**src/rtl/ramdp_mbox_ctrl.sv**
```systemverilog
// Mailbox controller that arbitrates ownership of the MCU/CPU dual-port buffer.
// The CPU rings a doorbell, the MCU acks and completes, and the buffer is returned.
module ramdp_mbox_ctrl #(
  parameter int unsigned TIMEOUT_CYC = 50000000,
  parameter int unsigned TO_W        = 26,
  parameter int unsigned BUF_BYTES   = 8192
) (
  input  logic        i_clk,
  input  logic        i_rst_n,
  input  logic        i_cpu_ce,
  input  logic        i_cpu_we,
  input  logic [1:0]  i_cpu_addr,
  input  logic [15:0] i_cpu_dato,
  output logic [15:0] o_cpu_dati,
  output logic        o_cpu_buf_wr_en,
  output logic        o_mcu_irq,
  output logic [7:0]  o_mcu_cmd,
  output logic [13:0] o_mcu_len,
  output logic        o_mcu_abort,
  input  logic        i_mcu_ack,
  input  logic        i_mcu_done,
  input  logic [7:0]  i_mcu_resp,
  input  logic        i_mcu_err
);

  typedef enum logic [1:0] {StIdle, StPend, StBusy, StDone} state_e;

  localparam logic [TO_W-1:0] TO_LAST = TO_W'(TIMEOUT_CYC - 1);
  localparam logic [13:0]     LEN_MAX = 14'(BUF_BYTES);

  state_e            r_state;
  logic [2:0]        r_sync;
  logic [TO_W-1:0]   r_cnt;
  logic [13:0]       r_len;
  logic              r_done;
  logic              r_err;
  logic              r_to;
  logic              r_ovr;
  logic [7:0]        r_resp;
  logic              r_buf_wr_en;
  logic              r_irq;
  logic [7:0]        r_cmd;
  logic [13:0]       r_mcu_len;
  logic              r_abort;

  logic              w_wr_ev;
  logic              w_doorbell;
  logic              w_abort;
  logic              w_len_wr;
  logic              w_active;
  logic              w_to_hit;
  logic [13:0]       w_len_clamp;

  // Rising edge of the strobe after two synchroniser stages: one event per CPU write
  assign w_wr_ev     = (r_sync == 3'b011);
  assign w_doorbell  = w_wr_ev && (i_cpu_addr == 2'd0) && !i_cpu_dato[15];
  assign w_abort     = w_wr_ev && (i_cpu_addr == 2'd0) && i_cpu_dato[15];
  assign w_len_wr    = w_wr_ev && (i_cpu_addr == 2'd2);
  assign w_active    = (r_state == StPend) || (r_state == StBusy);
  assign w_to_hit    = (TIMEOUT_CYC != 0) && w_active && (r_cnt == TO_LAST);
  assign w_len_clamp = (i_cpu_dato[13:0] > LEN_MAX) ? LEN_MAX : i_cpu_dato[13:0];

  always_ff @(posedge i_clk) begin
    if (!i_rst_n) begin
      r_state     <= StIdle;
      r_sync      <= 3'b000;
      r_cnt       <= '0;
      r_len       <= '0;
      r_done      <= 1'b0;
      r_err       <= 1'b0;
      r_to        <= 1'b0;
      r_ovr       <= 1'b0;
      r_resp      <= 8'h00;
      r_buf_wr_en <= 1'b1;
      r_irq       <= 1'b0;
      r_cmd       <= 8'h00;
      r_mcu_len   <= '0;
      r_abort     <= 1'b0;
    end else begin
      r_sync  <= {r_sync[1:0], i_cpu_ce & i_cpu_we};
      r_abort <= 1'b0;
      if (w_active) r_cnt <= r_cnt + TO_W'(1);
      if (w_len_wr && !w_active) r_len <= w_len_clamp;

      if (w_abort) begin
        r_state     <= StIdle;
        r_done      <= 1'b0;
        r_err       <= 1'b0;
        r_to        <= 1'b0;
        r_ovr       <= 1'b0;
        r_resp      <= 8'h00;
        r_buf_wr_en <= 1'b1;
        r_irq       <= 1'b0;
        r_abort     <= w_active;
      end else begin
        if (w_doorbell && w_active) r_ovr <= 1'b1;
        case (r_state)
          StIdle, StDone: begin
            if (w_doorbell) begin
              r_cmd       <= i_cpu_dato[7:0];
              r_mcu_len   <= r_len;
              r_done      <= 1'b0;
              r_err       <= 1'b0;
              r_to        <= 1'b0;
              r_ovr       <= 1'b0;
              r_resp      <= 8'h00;
              r_cnt       <= '0;
              r_buf_wr_en <= 1'b0;
              r_irq       <= 1'b1;
              r_state     <= StPend;
            end
          end
          StPend: begin
            // Timeout beats a late ack so the counter cannot run past its limit
            if (w_to_hit) begin
              r_state     <= StDone;
              r_to        <= 1'b1;
              r_err       <= 1'b1;
              r_done      <= 1'b1;
              r_resp      <= 8'hFF;
              r_buf_wr_en <= 1'b1;
              r_irq       <= 1'b0;
            end else if (i_mcu_ack) begin
              r_state <= StBusy;
              r_irq   <= 1'b0;
            end
          end
          StBusy: begin
            if (i_mcu_done) begin
              r_state     <= StDone;
              r_resp      <= i_mcu_resp;
              r_err       <= i_mcu_err;
              r_done      <= 1'b1;
              r_buf_wr_en <= 1'b1;
            end else if (w_to_hit) begin
              r_state     <= StDone;
              r_to        <= 1'b1;
              r_err       <= 1'b1;
              r_done      <= 1'b1;
              r_resp      <= 8'hFF;
              r_buf_wr_en <= 1'b1;
            end
          end
          default: r_state <= StIdle;
        endcase
      end
    end
  end

  always_comb begin
    o_cpu_dati = 16'h0000;
    case (i_cpu_addr)
      2'd1:    o_cpu_dati = {r_resp, 3'b000, r_ovr, r_to, r_err, r_done, w_active};
      2'd2:    o_cpu_dati = {2'b00, r_len};
      2'd3:    o_cpu_dati = 16'h4D42;
      default: o_cpu_dati = 16'h0000;
    endcase
  end

  assign o_cpu_buf_wr_en = r_buf_wr_en;
  assign o_mcu_irq       = r_irq;
  assign o_mcu_cmd       = r_cmd;
  assign o_mcu_len       = r_mcu_len;
  assign o_mcu_abort     = r_abort;

endmodule
```
**config.mk**
```make
export PLATFORM = sky130hd
export DESIGN_NAME = ramdp_mbox_ctrl
export DESIGN_NICKNAME = d
export VERILOG_FILES = /design/src/rtl/ramdp_mbox_ctrl.sv
export SDC_FILE = /design/constraint.sdc
export NUM_CORES = 1
export LEC_CHECK = 0
export CORE_MARGIN = 2
export CORE_UTILIZATION = 25
export CTS_CLUSTER_SIZE = 25
export DETAILED_ROUTE_END_ITERATION = 8
export HOLD_SLACK_MARGIN = 0.1
export PLACE_DENSITY = 0.44
export SLEW_MARGIN = 20
export SYNTH_ARGS = -nofsm -noshare
export SYNTH_HDL_FRONTEND = slang
export SYNTH_SLANG_ARGS = --single-unit
```
**constraint.sdc**
```tcl
create_clock -name i_clk -period 2.2 [get_ports i_clk]
set_input_delay 0.22 -clock i_clk [delete_from_list [all_inputs] [get_ports i_clk]]
set_output_delay 0.22 -clock i_clk [all_outputs]
set_load 0.03 [all_outputs]
```
==> flow_results.xml <==
<?xml version="1.0" encoding="UTF-8"?>
<metrics>
  <group name="logic_synthesis">
    <metric name="synth_sequential_area_ratio" unit="%">44.4</metric>
    <metric name="netlist_top_cells_area" unit="">dfxtp_1 (44%), a21oi_1 (7.2%), nand2_1 (6.3%), nor2_1 (5.0%), a221o_1 (2.4%)</metric>
    <metric name="ys_warn_count" unit="">0</metric>
    <metric name="syn-num-nets" unit="">490</metric>
    <metric name="synthDominantAreaCellType" unit="">dfxtp_1</metric>
    <metric name="synth_flop_cell" unit="">dfxtp_1</metric>
    <metric name="synth_top_area_share" unit="%">44.4</metric>
    <metric name="number_of_flops_mapped_to_enable_cells_by_yosys" unit="">0</metric>
    <metric name="synth.ff_latch_count" unit="">82</metric>
    <metric name="syn-mean-instance-area" unit="um^2">8.14</metric>
    <metric name="async_reset_ff_share" unit="%">0</metric>
    <metric name="post_synthesis_cells" unit="">454</metric>
    <metric name="library_cells_used_by_synthesis" unit="">50</metric>
    <metric name="mappedNetlistArea" unit="um^2">3700</metric>
  </group>
  <group name="routing">
    <metric name="drt-vias-per-instance" unit="">4.83</metric>
    <metric name="dr.max_layer_used" unit="">met4</metric>
    <metric name="final_routed_drc_violation_total" unit="">0</metric>
    <metric name="number_of_nets_with_antenna_violations_after_routing" unit="">0</metric>
    <metric name="via_count" unit="">3562</metric>
    <metric name="routed_wl" unit="um">11500</metric>
    <metric name="met2_length" unit="um">5240</metric>
    <metric name="average_wire_length_per_cell_after_detail_routing" unit="um">15.6</metric>
    <metric name="met1Wirelength" unit="um">5590</metric>
    <metric name="wl_met3" unit="um">512</metric>
    <metric name="firstDrtPassIters" unit="">4</metric>
    <metric name="drtIter0Drc" unit="">232</metric>
  </group>
  <group name="critical_path">
    <metric name="regToRegStartpoint" unit="">r_state[0]$_SDFFE_PP0P_</metric>
    <metric name="crit_path_cell_trace" unit="">inv_1 -&gt; ha_1 -&gt; nand3b_1 -&gt; or2_4 -&gt; or4_4 -&gt; a21oi_2 -&gt; o21bai_1</metric>
    <metric name="critical_path.n_buffers_inverters" unit="">1</metric>
    <metric name="slowest_stage" unit="">or4_4</metric>
    <metric name="setup.worst_path.start_class" unit="">flop</metric>
    <metric name="type_of_the_worst_setup_path" unit="">flop to flop</metric>
    <metric name="capturing_element_type_of_the_critical_path" unit="">flop</metric>
    <metric name="critPathRequiredTime" unit="ps">2430</metric>
    <metric name="r2r_end" unit="">r_cnt[23]$_SDFF_PN0_</metric>
    <metric name="cpLargestDelayFamily" unit="">simple AND/OR/NAND/NOR gates</metric>
    <metric name="regToRegSetupSlack" unit="ps">130</metric>
    <metric name="critical_path.max_stage_delay" unit="ps">560</metric>
    <metric name="cp_data_arrival_time" unit="ps">2300</metric>
    <metric name="reg2reg_depth" unit="">7</metric>
    <metric name="timing.critical_path.fanout_max" unit="">3</metric>
  </group>
  <group name="clocking">
    <metric name="cts_root_buf" unit="">clkbuf_16</metric>
    <metric name="hold_buffers" unit="">0</metric>
    <metric name="cts_tree" unit="">yes</metric>
    <metric name="cts-resized-gates" unit="">1</metric>
    <metric name="clk_transition_reported_paths" unit="ps">60</metric>
    <metric name="cts_htree_levels" unit="">3</metric>
    <metric name="clkLatencyLatePin" unit="ps">340</metric>
    <metric name="clock_sink_count" unit="">82</metric>
    <metric name="post_cts.repair.setup_buffers" unit="">0</metric>
    <metric name="cts-buffers-inserted" unit="">9</metric>
    <metric name="clock_path_buffers" unit="">2</metric>
  </group>
  <group name="finish">
    <metric name="num-nets-final" unit="">585</metric>
    <metric name="diodes" unit="">0</metric>
    <metric name="layout-drive-gt1-share" unit="%">14.4</metric>
    <metric name="syn2layout_area_growth" unit="%">37.9</metric>
    <metric name="final_cells" unit="">738</metric>
  </group>
  <group name="power">
    <metric name="internal_power" unit="W">0.00257</metric>
    <metric name="total_leakage_power" unit="nW">1.83</metric>
    <metric name="power_density" unit="nW/um^2">714</metric>
    <metric name="power_frac_comb" unit="%">18.1</metric>
    <metric name="power.sequential.fraction" unit="%">42.6</metric>
    <metric name="vdd_ir_drop_max" unit="uV">323</metric>
    <metric name="net-switching-power" unit="W">0.00107</metric>
    <metric name="pwr-share-clk" unit="%">39.3</metric>
    <metric name="p_sw_share" unit="%">29.4</metric>
  </group>
  <group name="timing">
    <metric name="timing.max_slew.rel_slack" unit="%">60.3</metric>
    <metric name="fin_crit" unit="ps">2070</metric>
    <metric name="finalWorstSetupSlack" unit="ps">133</metric>
    <metric name="setup_viol" unit="">0</metric>
    <metric name="hold_violations" unit="">0</metric>
    <metric name="rsz0062_at_grt" unit="">false</metric>
    <metric name="slew_viol_final" unit="">0</metric>
    <metric name="achievable-frequency" unit="MHz">484</metric>
    <metric name="layout_worst_path_cycle_share" unit="%">94.0</metric>
    <metric name="finClkSkew" unit="ps">6.32</metric>
    <metric name="tightestPinTransition" unit="ps">593</metric>
  </group>
  <group name="placement">
    <metric name="worst_slack_at_placement" unit="ps">-59.7</metric>
    <metric name="dp.final_hpwl" unit="um">8430</metric>
    <metric name="place_inst" unit="">722</metric>
    <metric name="gpl.final_weighted_congestion" unit="">0.843</metric>
    <metric name="portBuffers" unit="">72</metric>
  </group>
  <group name="die">
    <metric name="fp.dieArea" unit="um^2">15800</metric>
    <metric name="top_level_ports" unit="">74</metric>
    <metric name="floorplan.core_area" unit="um^2">14500</metric>
    <metric name="die_y" unit="um">126</metric>
    <metric name="die_width" unit="um">126</metric>
    <metric name="core.rowCount" unit="">44</metric>
    <metric name="initial_utilization" unit="%">25.5</metric>
  </group>
  <group name="outcome">
    <metric name="outcome" unit="">complete, no violations</metric>
  </group>
  <group name="global_route">
    <metric name="grt_antenna_before_repair" unit="">0</metric>
    <metric name="grt_pass1_vias" unit="">3502</metric>
    <metric name="grt_start_max_net_pins" unit="">41</metric>
    <metric name="grt_util_all_layers" unit="%">14.9</metric>
    <metric name="wire_length_of_the_first_global_routing_pass" unit="um">18900</metric>
    <metric name="global_route.overflow_total" unit="">0</metric>
  </group>
  <group name="hold_path">
    <metric name="hold_path.startpoint" unit="">i_cpu_we</metric>
    <metric name="min_path_cells" unit="">2</metric>
    <metric name="worst_hold_path_type" unit="">primary input to flop</metric>
    <metric name="worstHoldEndpoint" unit="">r_sync[0]$_SDFF_PN0_</metric>
  </group>
  <group name="run">
    <metric name="drv.max_cap_violation_count" unit="">0</metric>
  </group>
</metrics>
logic make-up after synthesis:
family	count (synthesis)	synth area share [%]
compound gates	109	18.2
xor+xnor	11	2.61
fa+ha+maj	3	1.02
buf+inv	37	4.06
flops	82	44.4
mux	5	1.42
simple gates	207	28.3
layout make-up:
type	count	area, um^2
Fill cell	1523	9380
Multi-Input combinational cell	335	1940
Sequential cell	82	1640
Timing Repair Buffer	108	966
Tap cell	184	230
Clock buffer	9	225
Clock inverter	7	52.6
Inverter	13	48.8
placed cells by master (no fill, tap or decap), drive strengths merged, types with 4 or more instances in the layout:
master / netlist / layout
nand2: 62 / 62
clkbuf: 19 / 9
nand3: 16 / 16
nor2b: 5 / 5
clkdlybuf4s50: 0 / 62
and2: 8 / 8
dfxtp: 82 / 82
inv: 13 / 16
xnor2: 8 / 8
buf: 5 / 46
a221o: 9 / 9
nor2: 49 / 49
nor3b: 10 / 10
a21oi: 53 / 53
nand4: 7 / 7
a31oi: 5 / 5
o31ai: 5 / 5
a22oi: 4 / 4
o21ai: 16 / 16
nor4: 6 / 6
a22o: 8 / 8
nor3: 11 / 11
or3: 5 / 5
and3: 11 / 11
power groups by stage:
stage	Sequential [W]	Clock, W	Combinational [W]
floorplan	0.00159	0	0.000358
global placement	0.00158	0	0.000644
detailed placement	0.00158	0	0.000647
CTS	0.00155	0.00149	0.000653
global route	0.00155	0.00156	0.000730
finish	0.00155	0.00143	0.000658
per-stage QoR:
stage | hold slack [ps] | area [um^2] | TNS, ps | util (%) | power [W]
global placement | 438 | 4790 | -173 | 33.1 | 0.00223
detailed placement | 450 | 4790 | -517 | 33.1 | 0.00223
CTS | 433 | 5070 | 0 | 35.0 | 0.00370
floorplan | 347 | 3700 | 0 | - | 0.00195
finish | 446 | 5100 | 0 | 35.2 | 0.00364
global route | 468 | 5100 | 0 | 35.2 | 0.00384
metal layers:
metal  up-vias  GRT usage (%)
met5         -              0
li1       1806              -
met3        11           3.91
met1      1670           20.3
met4         0           4.51
met2        75           23.3
cells in the mapped netlist (8+ instances only):
cell and instances:
nand2_1 62, a22o_1 8, nor2_1 49, xnor2_1 8, a221o_1 9, nor3_1 10, o21ai_0 16, dfxtp_1 82
and2_1 8, inv_1 13, nor3b_1 10, a21oi_1 53, and3_1 9, clkbuf_1 19, nand3_1 16
flip-flops by register name, indices dropped and copies added, names as in the netlist:
signal	count
r_cnt	26
o_mcu_len	14
r_len	14
o_mcu_cmd	8
r_resp	8
r_sync	3
r_state	2
o_cpu_buf_wr_en	1
o_mcu_abort	1
o_mcu_irq	1
r_done	1
r_err	1
r_ovr	1
r_to	1
how the worst max path moves through the flow:
stage / from / to / cells past startpoint
detailed placement: i_cpu_dato[15] / r_resp[3]$_SDFFE_PP0P_ / 5
global placement: i_cpu_dato[15] / r_err$_SDFFE_PP0P_ / 5
finish: r_state[0]$_SDFFE_PP0P_ / r_cnt[23]$_SDFF_PN0_ / 7
floorplan: r_state[0]$_SDFFE_PP0P_ / r_cnt[20]$_SDFF_PN0_ / 8
global route: r_state[0]$_SDFFE_PP0P_ / r_cnt[12]$_SDFF_PN0_ / 7
CTS: r_state[0]$_SDFFE_PP0P_ / r_cnt[23]$_SDFF_PN0_ / 7
Power figures use the tool's default switching activity.
